===== config.mk =====
export PLATFORM = sky130hd
export DESIGN_NAME = data_bus_arbiter
export DESIGN_NICKNAME = d
export VERILOG_FILES = /design/src/rtl/data_bus_arbiter.sv
export SDC_FILE = /design/constraint.sdc
export NUM_CORES = 1
export LEC_CHECK = 0
export BUFFER_PORTS_ARGS = -buffer_cell sky130_fd_sc_hd__buf_4
export CORE_MARGIN = 10
export CORE_UTILIZATION = 41
export CTS_CLUSTER_DIAMETER = 150
export DETAILED_ROUTE_END_ITERATION = 7
export PLACE_DENSITY = 0.76
export RECOVER_POWER = 25
export SYNTH_ARGS = -nofsm -noshare
export SYNTH_HDL_FRONTEND = slang
export SYNTH_SLANG_ARGS = --single-unit

===== constraint.sdc =====
create_clock -name i_clk -period 1.6 [get_ports i_clk]
set_clock_uncertainty 0.1 [all_clocks]
set_input_delay 0.08 -clock i_clk [delete_from_list [all_inputs] [get_ports i_clk]]
set_output_delay 0.08 -clock i_clk [all_outputs]
set_load 0.01 [all_outputs]

===== src/rtl/data_bus_arbiter.sv =====
// Two-master arbiter and access sequencer for the shared data/GPIO bus.
// Optional feature: define ARB_FIXED_PRIO_EN so that master 0 always wins ties (round-robin otherwise).
module data_bus_arbiter #(
  parameter int REG_WIDTH   = 32,
  parameter int WAIT_CYCLES = 1,
  parameter int MEM_TOP     = 128,
  parameter int GPIO_TOP    = 131
) (
  input  logic                 i_clk,
  input  logic                 i_rst,
  input  logic                 i_req0,
  input  logic [REG_WIDTH-1:0] i_addr0,
  input  logic [REG_WIDTH-1:0] i_wdata0,
  input  logic                 i_we0,
  output logic                 o_ack0,
  output logic [REG_WIDTH-1:0] o_rdata0,
  input  logic                 i_req1,
  input  logic [REG_WIDTH-1:0] i_addr1,
  input  logic [REG_WIDTH-1:0] i_wdata1,
  input  logic                 i_we1,
  output logic                 o_ack1,
  output logic [REG_WIDTH-1:0] o_rdata1,
  output logic [REG_WIDTH-1:0] o_bus_addr,
  output logic [REG_WIDTH-1:0] o_bus_wdata,
  output logic                 o_bus_we,
  input  logic [REG_WIDTH-1:0] i_bus_rdata,
  output logic [1:0]           o_grant,
  output logic                 o_decerr
);

  localparam logic [1:0] IDLE   = 2'd0;
  localparam logic [1:0] ACCESS = 2'd1;
  localparam logic [1:0] ACK    = 2'd2;

  localparam logic [REG_WIDTH-1:0] MEM_TOP_W  = REG_WIDTH'(MEM_TOP);
  localparam logic [REG_WIDTH-1:0] GPIO_TOP_W = REG_WIDTH'(GPIO_TOP);
  localparam logic [3:0]           COUNT_INIT = 4'(WAIT_CYCLES - 1);

  logic [1:0]           state;
  logic [3:0]           count;
  logic                 owner;
  logic                 acc_we;
  logic                 acc_mapped;
`ifndef ARB_FIXED_PRIO_EN
  logic                 last;
`endif

  logic                 pick1;
  logic [REG_WIDTH-1:0] sel_addr;
  logic [REG_WIDTH-1:0] sel_wdata;
  logic                 sel_we;
  logic                 sel_in_mem;
  logic                 sel_in_gpio;
  logic                 sel_mapped;
  logic [REG_WIDTH-1:0] capture;

  // On a tie the winner is the master that did not go last (or always master 0 in fixed mode).
  always_comb begin
    pick1 = 1'b0;
    if (i_req0 && i_req1) begin
`ifdef ARB_FIXED_PRIO_EN
      pick1 = 1'b0;
`else
      pick1 = ~last;
`endif
    end else begin
      pick1 = i_req1;
    end
  end

  always_comb begin
    sel_addr    = pick1 ? i_addr1  : i_addr0;
    sel_wdata   = pick1 ? i_wdata1 : i_wdata0;
    sel_we      = pick1 ? i_we1    : i_we0;
    sel_in_mem  = (sel_addr < MEM_TOP_W);
    sel_in_gpio = !sel_in_mem && (sel_addr < GPIO_TOP_W);
    sel_mapped  = sel_in_mem || sel_in_gpio;
  end

  // Writes and unmapped accesses return zero read data.
  always_comb begin
    capture = (acc_we || !acc_mapped) ? '0 : i_bus_rdata;
  end

  always_ff @(posedge i_clk) begin
    if (i_rst) begin
      state       <= IDLE;
      count       <= 4'd0;
      owner       <= 1'b0;
      acc_we      <= 1'b0;
      acc_mapped  <= 1'b0;
`ifndef ARB_FIXED_PRIO_EN
      last        <= 1'b1;
`endif
      o_ack0      <= 1'b0;
      o_ack1      <= 1'b0;
      o_rdata0    <= '0;
      o_rdata1    <= '0;
      o_bus_addr  <= '0;
      o_bus_wdata <= '0;
      o_bus_we    <= 1'b0;
      o_grant     <= 2'b00;
      o_decerr    <= 1'b0;
    end else begin
      o_ack0   <= 1'b0;
      o_ack1   <= 1'b0;
      o_decerr <= 1'b0;
      case (state)
        IDLE: begin
          if (i_req0 || i_req1) begin
            o_bus_addr  <= sel_addr;
            o_bus_wdata <= sel_wdata;
            o_bus_we    <= sel_we && sel_mapped;
            o_grant     <= pick1 ? 2'b10 : 2'b01;
            owner       <= pick1;
            acc_we      <= sel_we;
            acc_mapped  <= sel_mapped;
`ifndef ARB_FIXED_PRIO_EN
            last        <= pick1;
`endif
            count       <= COUNT_INIT;
            state       <= ACCESS;
          end
        end
        ACCESS: begin
          if (count == 4'd0) begin
            if (owner) begin
              o_rdata1 <= capture;
              o_ack1   <= 1'b1;
            end else begin
              o_rdata0 <= capture;
              o_ack0   <= 1'b1;
            end
            o_decerr <= !acc_mapped;
            o_bus_we <= 1'b0;
            o_grant  <= 2'b00;
            state    <= ACK;
          end else begin
            count <= count - 4'd1;
          end
        end
        ACK: begin
          state <= IDLE;
        end
        default: begin
          state <= IDLE;
        end
      endcase
    end
  end

endmodule


==> run metrics, run 1 <==
result of the run finished, violations left; violated checks negative hold slack, negative setup slack; number of pins with negative max-slew slack in the final report 0; final hold violation count 2; hold slack final -0.0116 ns; final worst path period need 1.75 ns; type of the setup path with the least slack register to register; placed cells 1130; fraction of met2 tracks used by global routing 45.0%; weighted congestion reported at the end of routability-driven placement roughly 0.92; proportion of layout cells with a drive suffix above 1 36.6%; DP Worst Slack -0.104 ns; clock tree from TritonCTS done; cells along the critical path inv_2 > ha_1 > nor3b_2 > nand2b_1 > buf_4 > nor2_4 > buf_12 > nand3_1 > a21oi_2; transition time at the pin with the least slew margin 0.524 ns; FF/Latch Area 2890 µm²; number of buffers created by CTS 17; DIE HEIGHT 141 µm; commonest cells after routing, fill and taps aside buf_4 (265), dlygate4sd3_1 (144), dfxtp_1 (142); average cell area after synthesis 8.88 µm²; maximum net fanout on the critical path 32; most area-hungry cell type in the Yosys netlist dfxtp_1; Bufs on Longest Clock Path 2; static leakage roughly 4.4 nW; global-route usage over all layers 25.6%; Placement Rows between 40 and 50; post-route clock period utilization 109%; sinks on the clock net 144; hpwl dp 16700 µm; number of detailed-route iterations in the first pass 4; total global routing overflow 0; overall die area 19900 µm²; routed vias between 7000 and 8000; net count of the finished layout 1282; number of antenna-violating nets in the routed design 0; fin util 75.4%; Post-Syn Instances 676; Post-Syn Area 6000 µm²; Final setup viols 91; core box area 14400 µm²; footprint of the multi-input gates 3190 µm²; FF+latch count, synth 144; slowest stage cell, crit path dfxtp_2; I/O pin count 300; startpoint type of the worst setup path register; count of port buffers added during placement 299; root buffer selected by CTS clkbuf_16; Post-Route Setup TNS -5.92 ns; max_slew headroom roughly two thirds; met3 capacity usage during global routing between 8 and 9%; number of antenna violations at the first check in global routing 4; wire length of the first global-routing pass between 40000 and 50000 µm; violation count after the first detailed-routing iteration 448; fraction of the yosys area taken by sequential cells 48.0%; share of the synthesized area in the top cell type around half; number of global-route vias before repair about 7400; count of buffering cells on the critical path with inverters included 3; unrepaired setup endpoints after global routing true; post-route DRC violation count 0; Area growth, synth to finish 81.1%; synth top area cells dfxtp_1 (48%), mux2i_1 (11%), a211oi_1 (8.1%), a21oi_1 (6.0%), nand3_1 (5.5%); commonest non-fill, non-tap cell in the layout buf_4; Final Instance Count excl. Fillers 1315; effective utilization at floorplan 41.6%; Avg WL per Cell 22.2 µm; total number of H-tree levels 4; post-route setup slack -0.149 ns; CP endpoint kind register; max-cap violations 0; routed via count divided by cell count 5.55; most congested layer reported by global routing met2; gate family responsible for the most delay along the worst path simple AND/OR/NAND/NOR gates; Cell variety after synth 33; Max Clock Freq 572 MHz; worst-skew pair later-pin latency 0.42 ns; maximum number of pins on one net before global-route repair 65; Critical Path RT 1.85 ns; power density over the cells 1060 nW/µm²; Worst VDD drop 0.00101 V; min-delay worst type input port to register; synth warn 0; Reg clk slew, reported paths 0.06 ns; met1 track demand over resource in global routing 24.6%; number of inserted filler cells in the final layout ~960; wire length after detailed routing between 20000 and 30000 µm; largest stage delay on the critical path 0.33 ns; WP data arrival about 2.0 ns; Net Count, Synth 844; die width between 100 and 150 µm
[layout make-up]
cell class,count,area share (%)
Tap cell,184,2.12
Sequential cell,144,26.5
Clock inverter,6,0.541
Inverter,4,0.138
Clock buffer,25,4.37
Timing Repair Buffer,478,36.8
Multi-Input combinational cell,469,29.3
Antenna cell,5,0.115
[synth_stat cells, drive strengths merged]
library cell and number:
ha 2, o31ai 1, o21ai 1, o2bb2ai 1
a21oi 72, nor2 84, dfxtp 144, or2 2
nor3 4, a21boi 1, nor3b 1, nand4b 2
o22ai 1, a211oi 65, inv 4, a31oi 1
nand2 74, nand3 66, clkbuf 24, mux2i 65
nand2b 3, nand3b 1, buf 36, nand4 1
xor2 2, and2 1, nor4 14, nor2b 2
a221o 1
[worst paths after layout]
check,startpoint,end,slack [ns],depth (start not counted)
hold / removal,i_wdata1[22],o_bus_wdata[22],-0.01,3
setup reg to reg,count[0],o_rdata1[9],-0.15,9
setup / recovery,count[0],o_rdata1[9],-0.15,9
hold reg to reg,acc_mapped,o_decerr,0.32,1
[where the power goes]
group / internal (W) / total (W) / switching (W)
Combinational: 0.00169 / 0.00362 / 0.00194
Clock: 0.00220 / 0.00365 / 0.00145
Sequential: 0.00396 / 0.00420 / 0.000235
[flip-flops by register name (all words and copies together) (netlist names), 2 cells and up]
signal,cells
state,2
o_bus_wdata,32
o_bus_addr,32
count,4
o_grant,2
o_rdata1,32
o_rdata0,32
[worst register-to-register path, cell delays in order (launching register included)]
cell and delay (ns):
dfxtp_2 0.33, inv_2 0.05, ha_1 0.13, nor3b_2 0.19, nand2b_1 0.12, buf_4 0.16, nor2_4 0.09, buf_12 0.20
nand3_1 0.17, a21oi_2 0.15
[metrics by stage]
stage	hold WS [ns]	total power [W]	area, µm²
global placement	0.253	0.00702	8490
finish	-0.0116	0.0115	10900
floorplan	0.128	0.00576	6020
detailed placement	0.259	0.00707	8490
CTS	0.000757	0.0110	10400
global route	-0.00470	0.0120	10900
[layer usage]
layer | part of all wire, % | vias to the layer above
met5 | 0 | -
met4 | 7.3 | 0
met3 | 7.2 | 153
met2 | 51 | 405
met1 | 34 | 3465
li1 | - | 3269
[cell families after synthesis]
logic type | share of synthesized area [%]
xor gates and xnor gates | 0.292
DFF | 48.0
muxes | 10.8
adders and majority gates | 0.417
buffers and inverters | 6.19
AOI/OAI and AO/OA | 15.0
and+or+nand+nor | 19.2
[timing repair]
item	CTS	global route
hold buffers	138	6
gates cloned	0	4
setup buffers	0	2
gates resized for setup	5	101
endpoints found under the setup margin	67	110
pin swaps	0	9
endpoints found under the hold margin	128	4
(Power assumes the default switching activity.)
==> run 2: changes to the inputs <==
BUFFER_PORTS_ARGS = -buffer_cell sky130_fd_sc_hd__buf_2   (was -buffer_cell sky130_fd_sc_hd__buf_4)
CORE_UTILIZATION = 30   (was 41)
PLACE_DENSITY = not set   (was 0.76)
==> run 2 against run 1 <==
- the flow finishes with violations (negative setup slack)
- flip-flop and latch count is the same
- die area grew 31%
- fmax grew 0.55%
- total power shrank 0.45%
- combinational power shrank 9.4%
- via count shrank 5.3%
- routed wire length shrank 10%
- sequential power is essentially flat
- register-to-register slack is essentially flat
- core utilization shrank 22 points
- largest cell class unchanged
- highest routed layer unchanged
==> run metrics, run 2 (synthesized netlist as in run 1, its figures left out) <==
commonest cells after routing, fill and taps aside buf_2 (250), dlygate4sd3_1 (160), dfxtp_1 (141); Internal 0.00782 W; Max Clock Freq 575 MHz; power density over the cells 1090 nW/µm²; R2R depth 10; Placement Rows 51; transition time at the pin with the least slew margin 0.645 ns; number of detailed-route iterations in the first pass 5; Worst VDD drop 0.000705 V; weighted congestion reported at the end of routability-driven placement 0.885; core box area 19600 µm²; global-route usage over all layers between 10% and 20%; clock tree from TritonCTS done; count of port buffers added during placement between 200 and 300; Hold Path Sink o_bus_addr[22]; startpoint of the worst hold path i_addr0[22]; part of the power in registers 36.5%; net count of the finished layout 1312; final hold violation count 0; commonest non-fill, non-tap cell in the layout buf_2; violated checks negative setup slack; WP data arrival between 1.5 and 2 ns; die width roughly 160 µm; Post-Route Setup TNS -5.92 ns; maximum number of pins on one net before global-route repair 67; part of the total power dissipated in the clock network 34.8%; unrepaired setup endpoints after global routing true; overall die area 26100 µm²; CP endpoint kind register; sinks on the clock net 144; number of antenna violations at the first check in global routing 5; post-route clock period utilization 109%; maximum net fanout on the critical path 8; fraction of power consumed by combinational cells 28.7%; post-route setup slack -0.139 ns; number of buffers created by CTS 17; post-route DRC violation count 0; launching point of the worst reg2reg path count[0]; routed via count divided by cell count approximately 4.8; reg-to-reg critical path endpoint o_rdata0[17]; Bufs on Longest Clock Path 2; proportion of layout cells with a drive suffix above 1 32.8%; switching component of the power 0.00361 W; wire length after detailed routing 26300 µm; R2R setup slack -0.14 ns; number of antenna-violating nets in the routed design 0; worst-skew pair later-pin latency 0.41 ns; number of inserted filler cells in the final layout 1785; max_slew headroom a little under three fifths; hpwl dp 17000 µm; net switching share of the total power 31.6%; wire length of the first global-routing pass 39600 µm; Critical Path RT about 1.9 ns; final worst path period need 1.74 ns; result of the run finished, violations left; Final setup viols 65; DIE HEIGHT between 150 and 200 µm; total power after layout 0.0114 W; Area growth, synth to finish 74.7%; max-cap violations 0; type of the setup path with the least slack register to register; number of global-route vias before repair 7150; total global routing overflow 0; hold path cells 3; startpoint type of the worst setup path register; I/O pin count 300; number of pins with negative max-slew slack in the final report 0; Avg WL per Cell 18.4 µm; root buffer selected by CTS clkbuf_16; routed vias ~6900; static leakage approximately 4.4 nW; violation count after the first detailed-routing iteration 367; total number of H-tree levels 4; DP Worst Slack -0.141 ns; effective utilization at floorplan 30.6%; min-delay worst type input port to register; Reg clk slew, reported paths 0.06 ns
## run 2: cell types whose count changed in the layout (fill, tap and decap cells not counted), sizes merged, moves of 2 or more
cell,change
clkinv,-2
clkinvlp,+2
clkbuf,-5
buf,+15
inv,+6
dlygate4sd3,+16
## run 2: power by group through the flow
stage / clock network, W / logic, W / registers, W
after floorplan: 0 / 0.00137 / 0.00438
after global placement: 0 / 0.00258 / 0.00422
after detailed placement: 0 / 0.00258 / 0.00423
after CTS: 0.00406 / 0.00305 / 0.00416
after global routing: 0.00421 / 0.00354 / 0.00421
final: 0.00397 / 0.00328 / 0.00418
## run 2: timing repair
action | in CTS | in global routing
resized for setup | 15 | 34
hold buffers | 160 | 0
hold endpoints to repair | 129 | 0
pin swaps | 2 | 10
buffers inserted | 5 | 9
setup endpoints to repair | 68 | 101
gates cloned | 2 | 1
## run 2: worst max-delay path by stage
stage / from / end / slack (ns)
after detailed placement: last / acc_mapped / -0.14
after global routing: count[0] / o_rdata0[17] / -0.25
after CTS: count[0] / o_rdata0[11] / -0.12
final: count[0] / o_rdata0[17] / -0.14
after global placement: last / acc_mapped / -0.12
after floorplan: count[0] / o_rdata1[10] / -0.07
## run 2: stage by stage
| stage | cells | util (%) | area (µm²) | hold slack, ns |
|---|---|---|---|---|
| final | 1428 | 53.5 | 10500 | 0.0163 |
| after detailed placement | 1213 | 40.4 | 7910 | 0.251 |
| after CTS | 1412 | 52.4 | 10300 | 0.00883 |
| after global routing | 1427 | 53.5 | 10500 | 0.0211 |
| after floorplan | 676 | - | 6020 | 0.128 |
| after global placement | 1213 | 40.4 | 7910 | 0.247 |
## run 2: cell type report
class	instances	area (µm²)	share of cell area, %
diodes	6	15.0	0.143
clock buffers	20	467	4.45
clock inverters	12	123	1.17
inverters	4	15.0	0.143
multi-input cells	468	2980	28.4
flip-flops and latches	144	2890	27.5
well taps	265	332	3.16
repair buffers	509	3670	35.0
## run 2: worst max-delay path: stages (launching register included)
cell and delay [ns]:
dfxtp_2 0.32, inv_2 0.07, ha_4 0.13, nor3b_4 0.17
nand2b_1 0.13, buf_6 0.15, nor2_4 0.11, buf_6 0.13
buf_16 0.13, nand3_4 0.08, a21oi_4 0.15
## run 2: metal layers
| layer | global-route usage (%) | up-vias | share of wire, % |
|---|---|---|---|
| met2 | 32.8 | 243 | 51 |
| met5 | 0 | - | 0 |
| met3 | 5.34 | 89 | 6.1 |
| li1 | - | 3344 | - |
| met1 | 20.3 | 3227 | 38 |
| met4 | 10.8 | 0 | 4.7 |
